## src/rtl/flap_game_ctrl.sv

```systemverilog
// flap_game_ctrl
// Game-state controller for the Flappy Bird datapath. Sequences play through
// IDLE -> PLAY -> OVER. While in PLAY it owns the bird row (gravity and flap
// moves), detects pipe and ground collisions, keeps the score, and emits the
// gravity/scroll tick that paces the pipe scroller and the LED display.
//
// Ports:
//   clk       in   system clock
//   reset     in   synchronous, active-high reset
//   flap      in   single-cycle flap pulse from the debounced key block
//   pipe_col  in   [ROWS] pipe occupancy of the bird's column, 1 = wall
//   pipe_pass in   single-cycle pulse when a pipe column leaves the bird's column
//   bird_row  out  [ROW_W] current bird row, 0 = top, ROWS-1 = ground
//   state     out  [2] 00 IDLE, 01 PLAY, 10 OVER
//   score     out  [8] pipes passed, saturating at 255
//   tick      out  single-cycle pulse every GRAV_DIV clocks while in PLAY
//
// state | meaning
// ------+--------------------------------------------------------------
// IDLE  | waiting for a flap; bird parked at START_ROW, score cleared
// PLAY  | gravity, flaps, collision checks and scoring are live
// OVER  | frozen for display until the next flap returns to IDLE
module flap_game_ctrl #(
  parameter int ROWS      = 16,
  parameter int ROW_W     = 4,
  parameter int START_ROW = 8,
  parameter int FLAP_ROWS = 2,
  parameter int GRAV_DIV  = 12_500_000
) (
  input  logic             clk,
  input  logic             reset,
  input  logic             flap,
  input  logic [ROWS-1:0]  pipe_col,
  input  logic             pipe_pass,
  output logic [ROW_W-1:0] bird_row,
  output logic [1:0]       state,
  output logic [7:0]       score,
  output logic             tick
);

  localparam int CNT_W = (GRAV_DIV > 2) ? $clog2(GRAV_DIV) : 1;

  localparam logic [CNT_W-1:0] CNT_MAX  = CNT_W'(GRAV_DIV - 1);
  localparam logic [ROW_W-1:0] START_R  = ROW_W'(START_ROW);
  localparam logic [ROW_W-1:0] FLAP_R   = ROW_W'(FLAP_ROWS);
  localparam logic [ROW_W-1:0] GROUND_R = ROW_W'(ROWS - 1);

  typedef enum logic [1:0] {
    S_IDLE = 2'b00,
    S_PLAY = 2'b01,
    S_OVER = 2'b10
  } state_t;

  state_t           st;
  logic [CNT_W-1:0] cnt;
  logic             cnt_wrap;
  logic             hit;
  logic             score_inc;

  assign cnt_wrap  = (cnt == CNT_MAX);
  // Collision looks at the registered row, i.e. where the bird is shown now.
  assign hit       = pipe_col[bird_row];
  assign score_inc = pipe_pass && (score != 8'hFF);
  assign state     = st;

  always_ff @(posedge clk) begin
    if (reset) begin
      st       <= S_IDLE;
      bird_row <= START_R;
      score    <= 8'd0;
      tick     <= 1'b0;
      cnt      <= '0;
    end else begin
      tick <= 1'b0;
      unique case (st)
        S_IDLE: begin
          if (flap) begin
            st  <= S_PLAY;
            cnt <= '0;
          end
        end
        S_PLAY: begin
          if (hit) begin
            // Everything freezes; pipe_pass in this cycle is dropped.
            st <= S_OVER;
          end else begin
            cnt  <= cnt_wrap ? '0 : cnt + 1'b1;
            tick <= cnt_wrap;
            // A flap overrides the gravity step of the same cycle.
            if (flap) begin
              bird_row <= (bird_row < FLAP_R) ? '0 : bird_row - FLAP_R;
            end else if (cnt_wrap) begin
              if (bird_row == GROUND_R) st <= S_OVER;
              else bird_row <= bird_row + 1'b1;
            end
            if (score_inc) score <= score + 8'd1;
          end
        end
        S_OVER: begin
          if (flap) begin
            st       <= S_IDLE;
            bird_row <= START_R;
            score    <= 8'd0;
            cnt      <= '0;
          end
        end
        default: st <= S_IDLE;
      endcase
    end
  end

endmodule

```

## config.mk

```make
export PLATFORM = sky130hd
export DESIGN_NAME = flap_game_ctrl
export DESIGN_NICKNAME = d
export VERILOG_FILES = /design/src/rtl/flap_game_ctrl.sv
export SDC_FILE = /design/constraint.sdc
export NUM_CORES = 1
export LEC_CHECK = 0
export CAP_MARGIN = 30
export CORE_ASPECT_RATIO = 2
export CORE_MARGIN = 1.5
export CORE_UTILIZATION = 33
export CTS_CLUSTER_SIZE = 28
export DETAILED_ROUTE_END_ITERATION = 8
export DONT_BUFFER_PORTS = 1
export PLACE_DENSITY = 0.45
export SETUP_SLACK_MARGIN = 0.3
export SLEW_MARGIN = 20
export SYNTH_ARGS = -nofsm -noshare
export SYNTH_HDL_FRONTEND = slang
export SYNTH_SLANG_ARGS = --single-unit
```

## constraint.sdc

```tcl
create_clock -name clk -period 2.9 [get_ports clk]
set_input_delay 0.58 -clock clk [delete_from_list [all_inputs] [get_ports clk]]
set_output_delay 0.58 -clock clk [all_outputs]
set_load 0.02 [all_outputs]
```

Yosys cells after proc, flatten, opt, wreduce, memory -nomap -nowiden. Index checks and enable logic that the tools add are counted.

Equality and inequality tests: 15. Multiplexer cells: 24. Add/sub/neg operators: 4. Order comparisons: 2. Bitwise gates (word level): 1. Reductions and logical operators: 10.

Operator list (number): 24-bit 2-to-1 mux (3); 24-bit case mux with 2 select lines (1); 24-bit by 1-bit adder with 24-bit output (second input constant) (1); 24-bit == test (second input constant) (1); 4-bit 2-to-1 mux (6); 8-bit 2-to-1 mux (3); 8-bit case mux with 2 select lines (1); 3-bit != test (second input constant) (5); 2-bit 2-to-1 mux (6); 5-bit AND reduction (2); 8-bit by 1-bit adder with 8-bit output (second input constant) (1); 2-bit != test (second input constant) (4); 8-bit != test (second input constant) (1); 4-bit case mux with 2 select lines (1); 2-bit case mux with 3 select lines (1); 4-bit by 5-bit less-than comparator with 1-bit output (second input constant) (1); 4-bit by 1-bit adder with 4-bit output (second input constant) (1); 1-bit binary-select mux with 4-bit select (1); 4-bit == test (second input constant) (1); 4-bit by 2-bit less-than comparator with 1-bit output (second input constant) (1); 4-bit AND reduction (1); 2-bit nonzero test (2); 4-bit by 2-bit subtractor with 4-bit output (second input constant) (1); 3-bit AND reduction (1); other kinds (9) (9).

Register bits after elaboration: 39. Logic and storage cells: 61. Input bits: 20.

Longest topological paths before layout.
Depth in word-level cells: 6. Depth in mapped cells: 10. Mapped depth without buffers: 7.

Least setup slack after synthesis. No wires, ideal clock.

Path kind: register to register. From: register bird_row[0]. To: register cnt[19]. Path buffers: 2. Path slack: 0.519 ns. Cell stages (with the launch flop): 9. Required time: 2.829 ns. Library setup time: 0.071 ns. Arrival: 2.309 ns. Path through: dfxtp_1 -> buf_6 -> mux2i_1 -> a22oi_1 -> and4_4 -> or4_1 -> buf_2 -> or3_1 -> a21oi_1.

Cells in the longest elaborated chain, start to end: 4.

Ends and longest elaborated chain: start, declared (RTL line 35) `output logic [ROW_W-1:0] bird_row,`; start signal, assigned (RTL line 91) `bird_row <= (bird_row < FLAP_R) ? '0 : bird_row - FLAP_R;`; start signal, assigned (RTL line 94) `else bird_row <= bird_row + 1'b1;`; 1-bit binary-select mux with 4-bit select (RTL line 62) `assign hit = pipe_col[bird_row];`; 1-bit 2-to-1 mux (not written as such) (RTL line 62); 2-bit != test (no line); 3-bit AND reduction (no line); end signal, assigned (RTL line 87) `cnt <= cnt_wrap ? '0 : cnt + 1'b1;`; end, declared (RTL line 55) `logic [CNT_W-1:0] cnt;`.

Every way passes these cells. The select of a mux whose other input is x is not followed. A chain may end at the register's enable or synchronous reset.

Worst setup path in the final report.
From: register st[1], in the netlist state[1]. To: register cnt[19].

Cells in the longest elaborated chain, start to end: 4.

Ends and longest elaborated chain: start, declared (RTL line 54) `state_t st;`; start signal, assigned (RTL line 68) `st <= S_IDLE;`; start signal, assigned (RTL line 78) `st <= S_PLAY;`; start signal, assigned (RTL line 85) `st <= S_OVER;`; 2-bit == test or 2-bit logical NOT (tied branches) (RTL line 75) `unique case (st)`; 2-bit OR reduction (no line); 2-bit by 1-bit != test with 1-bit output (no line) or 2-bit nonzero test (tied branches); 3-bit AND reduction (no line).

Several ways; a longest one is shown, not always the timed one.

==> run summary <==
Outcome = completed
Reg-to-reg slack, setup = 420 ps
Routed Wire Length = 7370 um
Die H = 124 um
Post-CTS Hold Fix Bufs = 0
CP Max Fanout = 9
Worst Hold Launch = reset
Placed Area = 2560 um2
Wire per inst = 18.4 um
GRT Total Usage = 19.5%
Worst path top cell family by delay = simple AND/OR/NAND/NOR gates
Nets@finish = 335
Seq cells post-synth = 39
F_max = 403 MHz
Setup-failing EPs final = 0
Util after Layout = 37.8%
CTS sink cnt = 39
Worst R2R Path Depth = 6
DR vias = 2307
Synth area leader = dfxtp_1
Final worst slack = 419 ps
Warnings from Yosys = 0
Iter 0 DRT Violations = 122
Core area = 7210 um2
Post-synth top area share = 32.1%
FFs w/ async S/R, synth = 0%
Critical Path Max Stage Delay = 690 ps
# rows = 44
Placed cells = 392
Clock slew seen by the registers of the worst setup and hold paths = 60 ps
Hold WC Path Type = input pin to register
Combinational Power Share = 25.7%
Buffer type at the clock tree root = clkbuf_16
FF-to-FF End = cnt[19]
Final ANT Viol Nets = 0
Number of I/O port buffers = 0
Setup Buffers After CTS = 0
Antenna cells = 0
Setup crit end kind = register
Vias/cell = 5.77
Most common cell in the netlist = dfxtp_1
Psw = 530 uW
Hold Crit Depth = 1
WS Path Type = register to register
Buffers and inverters on the worst path = 1
First-pass GRT wire length = 11900 um
Most frequent cells after synthesis = dfxtp_1 (39), nor2_1 (30), nand2_1 (19)
Post-synth cell types = 57
CTS Buf Count = 5
Initial Utilization = 33.7%
TritonCTS clock tree = built
Crit path cell chain = inv_1 > ha_1 > and4_4 > or4_1 > or3_1 > a21oi_1
WP data arrival = 2690 ps
Internal power = 1.02 mW
Fraction of layout cells with a size suffix above 1 = 9.42%
Final Hold Fails = 0
Vias in the first global route = 2422
H-tree depth = 2
Clock Power Share = 34.4%
Seq/Total Area, Yosys = 32.1%
Hold EP = bird_row[0]
Leakage = 0.935 nW
Number of fill cells = 772
GRT overflow = 0
CP max stage cell = or4_1
Io pins = 35
Setup TNS = 0 ps
CP startpoint kind = register
RD Place Congestion = 0.829
Pin count of the biggest net entering global routing = 22
Slew Limit Fails = 0
Pre-CTS WS = 255 ps
Skew-Pair Late Insertion Delay = 290 ps
Top cells by area, synth = dfxtp_1 (32%), nor2_1 (4.6%), ha_1 (4.1%)
Post-synth EDFFs = 0
Main flop type after synthesis = dfxtp_1
DIE AREA = 7920 um2
Die X = 63.7 um
Mapped Area = 2430 um2
Net Sw Frac = 34.1%
Multi-input logic area = 1560 um2
Mapped Nets = 331
Setup Skew = 7.01 ps
Area growth syn-to-layout = 12.3%
Final instance area = 2730 um2
Clock buffer depth = 2
DPL Wire Length = 5620 um
Pwr Density = 570 nW/um2
Register share of total power = 39.9%
Seq. cell area = 783 um2
Unrepaired setup endpoints after global routing = no
Max-Cap Viols = 0
# DRC = 0
Mapped Cells = 303
Worst reg2reg startpoint = state[1]
Min Clock Period, post-route = 2480 ps
Final period util = 85.6%
Critical Path RT = 3110 ps
DR pass1 iterations = 5
Max IR drop VDD = 248 uV
Syn Area/Cell = 8.02 um2
Worst Max-Slew Pin Slew = 564 ps
Non-Filler Instances = 400
Initial antenna violation count = 0
Max transition margin = 62.2%
[area by class of cell]
cell class	instances	share of cell area [%]
well taps	92	4.22
multi-input cells	237	57.1
clock inverters	3	0.550
clock buffers	5	4.59
flip-flops and latches	39	28.7
inverters	13	1.79
repair buffers	11	3.03
[cells by family after synthesis]
kind of cell / after synthesis / synth area share, %
simple gates: 139 / 32.2
compound gates: 70 / 19.2
flops: 39 / 32.1
buf+inv: 27 / 4.69
xor+xnor: 10 / 3.60
mux: 10 / 4.12
fa+ha+maj: 8 / 4.12
[worst max path at each step]
stage	from	to	depth (start not counted)
floorplan	bird_row[0]	cnt[19]	8
global placement	bird_row[0]	cnt[19]	6
detailed placement	bird_row[0]	cnt[19]	6
CTS	bird_row[3]	cnt[19]	6
global route	score[0]	score[5]	8
finish	state[1]	cnt[19]	6
[layout by cell type, fill, tap and decap left out, drive strengths merged, types with 5 or more instances in the layout]
| master | instances |
|---|---|
| ha | 8 |
| clkbuf | 5 |
| nor4 | 6 |
| inv | 12 |
| o211ai | 5 |
| xor2 | 9 |
| nor2 | 30 |
| buf | 11 |
| dfxtp | 39 |
| nor2b | 5 |
| and3 | 9 |
| or3 | 10 |
| a21oi | 18 |
| and4 | 5 |
| mux2i | 10 |
| o21ai | 15 |
| nand2 | 19 |
| a311oi | 5 |
| nand4 | 15 |
| nand3 | 15 |
[worst register-to-register path, stage by stage (launching register included)]
cell	delay (ps)
dfxtp_1	540
inv_1	150
ha_1	300
and4_4	190
or4_1	690
or3_1	400
a21oi_1	140
[stage by stage]
stage | hold WS, ps | power [mW]
finish | 352 | 1.55
global placement | 452 | 1.03
detailed placement | 465 | 1.03
CTS | 341 | 1.57
global route | 346 | 1.65
floorplan | 440 | 0.909
[power by group through the flow]
stage,registers [mW],clock network (mW),logic (mW)
2_1_floorplan,0.618,0,0.291
3_3_place_gp,0.631,0,0.396
3_5_place_dp,0.633,0,0.397
4_1_cts,0.621,0.554,0.397
5_1_grt,0.627,0.574,0.450
6_report,0.621,0.535,0.399
[sequential cells by signal, summed over array words and instances (netlist names)]
register / flops
state: 2
tick: 1
score: 8
bird_row: 4
cnt: 24
[routing by layer]
| metal | share of wire (%) | up-vias | GRT usage (%) |
|---|---|---|---|
| met5 | 0 | - | 0 |
| met4 | 3.9 | 0 | 11.0 |
| met3 | 2.9 | 20 | 3.25 |
| met2 | 58 | 45 | 38.1 |
| met1 | 35 | 1092 | 17.8 |
| li1 | - | 1150 | - |
[what timing repair did]
action | CTS | global route
setup endpoints to repair | 5 | 26
hold endpoints to repair | 0 | 0
gates resized for setup | 1 | 5
Note: power is estimated with default switching activity, not from simulation.
